===== src/rtl/lut_loader.sv =====
// Byte-stream loader for the branch-target / data-address lookup table.
// Pairs of bytes (low byte first) form signed DW-bit entries; the table is read combinationally.
module lut_loader #(
  parameter int DEPTH = 16,
  parameter int AW    = 4,
  parameter int DW    = 10
) (
  input  logic          Clk,
  input  logic          Reset,
  input  logic          Start,
  input  logic [7:0]    InByte,
  input  logic          InValid,
  output logic          InReady,
  input  logic [AW-1:0] Index,
  output logic [DW-1:0] Out,
  output logic          Busy,
  output logic          Done,
  output logic          Err
);

  // state  | meaning
  // S_IDLE | nothing loaded since reset, waiting for Start
  // S_LO   | expecting the low byte of entry ptr
  // S_HI   | expecting the high byte of entry ptr, write on transfer
  // S_DONE | all DEPTH entries written, waiting for a reload Start
  typedef enum logic [1:0] {S_IDLE, S_LO, S_HI, S_DONE} state_t;

  state_t        state, state_nxt;
  logic [AW-1:0] ptr;
  logic [7:0]    lo_reg;
  logic          err_q;
  logic [DW-1:0] table_mem [DEPTH];
  logic          xfer;
  logic          ptr_last;
  logic          hi_bad;
  logic [16-DW:0] hi_ext;

  assign xfer     = InValid && InReady;
  assign ptr_last = (ptr == AW'(DEPTH - 1));

  // The high byte must be a sign extension of its low DW-8 bits: all ones or all zeros.
  assign hi_ext = InByte[7:DW-9];
  assign hi_bad = !((&hi_ext) || !(|hi_ext));

  always_ff @(posedge Clk) begin
    if (Reset) state <= S_IDLE;
    else       state <= state_nxt;
  end

  always_comb begin
    state_nxt = state;
    case (state)
      S_IDLE: if (Start) state_nxt = S_LO;
      S_LO:   if (xfer)  state_nxt = S_HI;
      S_HI:   if (xfer)  state_nxt = ptr_last ? S_DONE : S_LO;
      S_DONE: if (Start) state_nxt = S_LO;
      default:           state_nxt = S_IDLE;
    endcase
  end

  always_comb begin
    InReady = 1'b0;
    Busy    = 1'b0;
    Done    = 1'b0;
    case (state)
      S_LO, S_HI: begin
        InReady = 1'b1;
        Busy    = 1'b1;
      end
      S_DONE:  Done = 1'b1;
      default: ;
    endcase
  end

  always_ff @(posedge Clk) begin
    if (Reset) begin
      ptr    <= '0;
      lo_reg <= '0;
      err_q  <= 1'b0;
      for (int i = 0; i < DEPTH; i++) table_mem[i] <= '0;
    end else begin
      case (state)
        S_IDLE, S_DONE: begin
          if (Start) begin
            ptr   <= '0;
            err_q <= 1'b0;
          end
        end
        S_LO: begin
          if (xfer) lo_reg <= InByte;
        end
        S_HI: begin
          if (xfer) begin
            table_mem[ptr] <= {InByte[DW-9:0], lo_reg};
            if (hi_bad) err_q <= 1'b1;
            ptr <= ptr_last ? '0 : ptr + 1'b1;
          end
        end
        default: ;
      endcase
    end
  end

  assign Err = err_q;
  assign Out = table_mem[Index];

endmodule

===== config.mk =====
export PLATFORM = sky130hd
export DESIGN_NAME = lut_loader
export DESIGN_NICKNAME = d
export VERILOG_FILES = /design/src/rtl/lut_loader.sv
export SDC_FILE = /design/constraint.sdc
export NUM_CORES = 1
export LEC_CHECK = 0
export CAP_MARGIN = 40
export CORE_ASPECT_RATIO = 1.5
export CORE_MARGIN = 10
export CORE_UTILIZATION = 55
export CTS_CLUSTER_DIAMETER = 30
export DETAILED_ROUTE_END_ITERATION = 8
export PLACE_DENSITY = 0.74
export SLEW_MARGIN = 20
export SYNTH_ARGS = -nofsm -noshare
export SYNTH_HDL_FRONTEND = slang
export SYNTH_SLANG_ARGS = --single-unit

===== constraint.sdc =====
create_clock -name Clk -period 4.6 [get_ports Clk]
set_input_delay 0.92 -clock Clk [delete_from_list [all_inputs] [get_ports Clk]]
set_output_delay 0.92 -clock Clk [all_outputs]
set_load 0.01 [all_outputs]

======== Word level (Yosys, flattened, before mapping) ========
Memory sizes are Yosys's and may differ from the RTL's.
Index checks and enable logic that the tools add are counted.
word-level totals
  register bits ........................... 15
  RAM bits ................................ 160
  input bits .............................. 16
  memories kept ........................... 1
cells by class
  add/subtract/negate cells ............... 1
  equal/unequal tests ..................... 8
  multiplexer cells ....................... 24
  reduce and logical (&&, ||, !) cells .... 14
memories
  memory     depth  width  rd ports  clocked after memory_dff  wr ports  line  source
  table_mem  16     10     1         0                         16        32    logic [DW-1:0] table_mem [DEPTH];
operators by type and width
  cell                                            number
  two-way mux 4 bit                               4
  two-way mux 1 bit                               12
  two-way mux 10 bit                              1
  OR reduction 10 bit                             1
  two-way mux 2 bit                               4
  case mux 4 bit (2 select lines)                 1
  AND reduction 7 bit                             1
  OR reduction 7 bit                              1
  != test 2 bit (second input constant)           3
  case mux 2 bit (3 select lines)                 1
  AND reduction 3 bit                             2
  adder 4 x 1 -> 4 bit (second input constant)    1
  == test 2 bit (second input constant)           2
  == test 4 bit (second input constant)           1
  AND reduction 4 bit                             1
  OR reduction 2 bit                              2
  == test 2 x 1 -> 1 bit (second input constant)  1
  zero test 2 bit                                 1
  != test 2 x 1 -> 1 bit (second input constant)  1
  case mux 1 bit (2 select lines)                 1
  AND reduction 2 bit                             1
  nonzero test 2 bit                              1
  logical AND 1 bit                               1
  zero test 1 bit                                 1
  logical OR 1 bit                                1

======== Depth between registers and ports, before layout ========
  depth in word-level cells ............... 10
  mapped depth ............................ 7
  gate-level depth less buffers ........... 6

======== Least setup slack after synthesis ========
No wires, ideal clock.
  path kind ............................... input to output
  from .................................... input port Index[0]
  to ...................................... output port Out[0]
  data arrival time ....................... 1.983 ns
  setup slack ............................. 1.697 ns
  cell stages on the path ................. 5
  path buffers ............................ 2
  path through ............................ buf_6 -> buf_6 -> mux4_1 -> a22oi_1 -> nand2_1
on the way
  longest elaborated chain between the ends .. 1
RTL lines
  what                  line  source
  start: declaration    14    input logic [AW-1:0] Index,
  memory (16 x 10 bit)  --
  end: declaration      15    output logic [DW-1:0] Out,
Every way passes these cells.

======== Worst setup path in the final report ========
  from .................................... input port Index[0]
  to ...................................... output port Out[5]
The elaborated chain is that of the path after synthesis.

==> results.md <==
- # hold bufs at CTS: 0
- Clock Pin Slew Worst Setup and Hold Paths: roughly 70 ps
- Core footprint: about 15000 um2
- DIE AREA: ~20000 um2
- Chip width: approximately 120 um
- Fmax: between 200 and 300 MHz
- Grt ovf: 0
- R2R depth: 6
- DIE HEIGHT: approximately 170 um
- Complex-gate fraction of the synthesized area: 3.28%
- Worst skew pair latency: roughly 420 ps
- Count leader, synth: and2_1
- Max rail drop VDD: about 0.00036 V
- Top post-synthesis cells by area: edfxtp_1 59%, and2_1 12%, mux4_2 6.6%
- Period utilisation layout: ~85%
- Final wirelength: 17.7 mm
- Worst path arrival time: roughly 3000 ps
- Leading register cell type out of synthesis: edfxtp_1
- Worst Hold Launch: ptr[0]$_SDFFE_PP0P_
- Post-synth top area share: 58.6%
- Syn Nets: about 600
- WHS: around 540 ps
- Yosys warning count: 0
- Vias in the first global route: just under 5000
- Clock Tree Root: clkbuf_16
- Most frequent cells after synthesis: 162 x and2_1, 160 x edfxtp_1, 37 x clkbuf_1
- Post-CTS resize count: 0
- I/O Buffers: 29
- Synth Area in Simple Gates: 18.7%
- Register area share after synthesis: between 60% and 70%
- Initial Util: between 50% and 60%
- Syn-to-layout area delta: 12.8%
- Post-synth top area cell: edfxtp_1
- Share of cells above drive strength 1: around 15%
- Setup TNS Final: 0 ps
- CP Launch Point: Index[0]
- Max cap viols: 0
- Worst hold path class: register to register
- Max reg flops: 160
- Initial antenna violation count: 0
- Avg Inst Size Synth: roughly 14 um2
- Initial DRC Count: approximately 330
- Post-Syn Area: just over 8000 um2
- Slew Viols, Final: 0
- Worst Skew: roughly 8.4 ps
- Remaining antenna violation count: 0
- Synth Instances: 580
- R2R Setup Slk: 2440 ps
- Pleak: 3.40 nW
- First drt pass iteration count: 4
- Final #Nets: about 630
- DRC: 0
- Ant. Diodes: 0
- CP Capture Type: primary output
- Critical Path RT: between 3000 and 4000 ps
- Unrepaired setup endpoints after global routing: no
- TritonCTS clock tree: yes
- Adder-Cell Fraction of Synth Area: under 10%
- RD Place Congestion: just over 0.8
- Critical path startpoint category: primary input
- First-pass GRT wire length: about 28 mm
- Comb pwr share: 12.0%
- Post-synth EDFFs: 160
- Pre-CTS WS: slightly above 700 ps
- Yosys reg bits: 175
- Routed vias/inst: 5.78
- Netlist cell types: 34
- Global router's overall resource usage: 18.0%
- Seq pwr share: between 50 and 60%
- Clk pwr share: between 30% and 40%
- Slew HR: between 40 and 50%
- Multiplexer share of the synthesized area: around an eighth
- Htree depth: 4
- Hold EP: ptr[0]$_SDFFE_PP0P_
- Post-CTS Setup Inserts: 0
- Crit path max fanout: 40
- # rows: 54
- Post-Route Utilization: between 60% and 70%
- Largest family of logic cells by synthesized area: simple AND/OR/NAND/NOR gates
- Number of CTS-inserted buffers: 17
- Largest net degree at the start of global routing: between 40 and 50
- Sw Ratio: between 20% and 30%
- WS Path Type: primary input to primary output
- Clock tree buffer depth: 2
- PD cells: about 400 nW/um2
- Final WS setup: a little over 700 ps
- Worst-margin pin slew: between 700 and 800 ps
- Cell internal pwr: between 2 and 3 mW
- DR vias: between 4000 and 5000
- Count of final setup violators: 0
- R2R Path End: table_mem[1][5]$_SDFFCE_PN0P_
- Ys async rst share: 0%
- Net switching power: between 0.9 and 1 mW
- XOR/XNOR share of the synthesized area: 0%
- Sink Count: 175
- Drt wl/cell: between 20 and 25 um
- Io pins: 30
- Final hold violations: 0
- Minimum clock period: about 3900 ps
- Reg-to-Reg Start: state[1]$_SDFFE_PP0P_
- Min-Delay Path Depth: 2
- Hpwl dp: ~12 mm
- Status: finished clean
cells in the final DEF (no fill, tap or decap), drive strengths merged:
master and instances:
a211oi 1, a21oi 12, a22oi 20, a31oi 1, a32oi 1, a41oi 1, and2 162, and3b 1
buf 24, bufinv 1, clkbuf 17, clkdlybuf4s50 27, clkinv 8, clkinvlp 1, dfxtp 15, edfxtp 160
ha 8, inv 10, mux4 40, nand2 28, nand2b 7, nand3 12, nand3b 1, nand4 2
nor2 18, nor2b 7, nor3 5, nor4 2, nor4b 1, o211ai 3, o21ai 1, or2 16
or3 1, or4 2
worst max-delay path, stage by stage:
cell             delay [ps]
buf_2                   100
buf_12                  290
mux4_1                  640
a22oi_1                 390
nand2_1                 110
clkdlybuf4s50_1         500
final cells by class:
type	count	area [um2]
clock buffers	17	425
clock inverters	15	134
fillers	1104	5340
inverters	5	18.8
multi-input cells	353	2870
flip-flops and latches	175	5100
well taps	196	245
repair buffers	51	458
how the worst max path moves through the flow:
stage,endpoint,cells after the start
finish,Out[5],6
global route,Out[9],6
CTS,Out[3],6
detailed placement,Out[3],6
global placement,Out[3],6
floorplan,Out[0],5
metal layers:
| layer | GRT usage, % | vias up | wire length [um] |
|---|---|---|---|
| met5 | 0 | - | 0 |
| met4 | 7.00 | 0 | 457 |
| met3 | 3.66 | 25 | 1010 |
| met2 | 30.2 | 152 | 9110 |
| met1 | 22.3 | 2356 | 7090 |
| li1 | - | 2164 | - |
cells by family after synthesis:
| kind of cell | count (synthesis) |
|---|---|
| muxes | 40 |
| and+or+nand+nor | 265 |
| DFF | 175 |
| AOI/OAI and AO/OA | 40 |
| adders and majority gates | 8 |
| buffers and inverters | 52 |
metrics by stage:
stage | cells | power (mW) | area, um2
3_3_place_gp | 780 | 2.32 | 8690
5_1_grt | 812 | 3.80 | 9250
2_1_floorplan | 580 | 2.17 | 8200
3_5_place_dp | 780 | 2.34 | 8690
6_report | 812 | 3.67 | 9250
4_1_cts | 812 | 3.68 | 9250
power groups by stage:
| stage | sequential [mW] | clock (mW) | combinational (mW) |
|---|---|---|---|
| CTS | 1.87 | 1.37 | 0.441 |
| floorplan | 1.86 | 0 | 0.305 |
| finish | 1.87 | 1.35 | 0.438 |
| detailed placement | 1.91 | 0 | 0.439 |
| global placement | 1.90 | 0 | 0.427 |
| global route | 1.88 | 1.44 | 0.477 |
(Power assumes the default switching activity.)
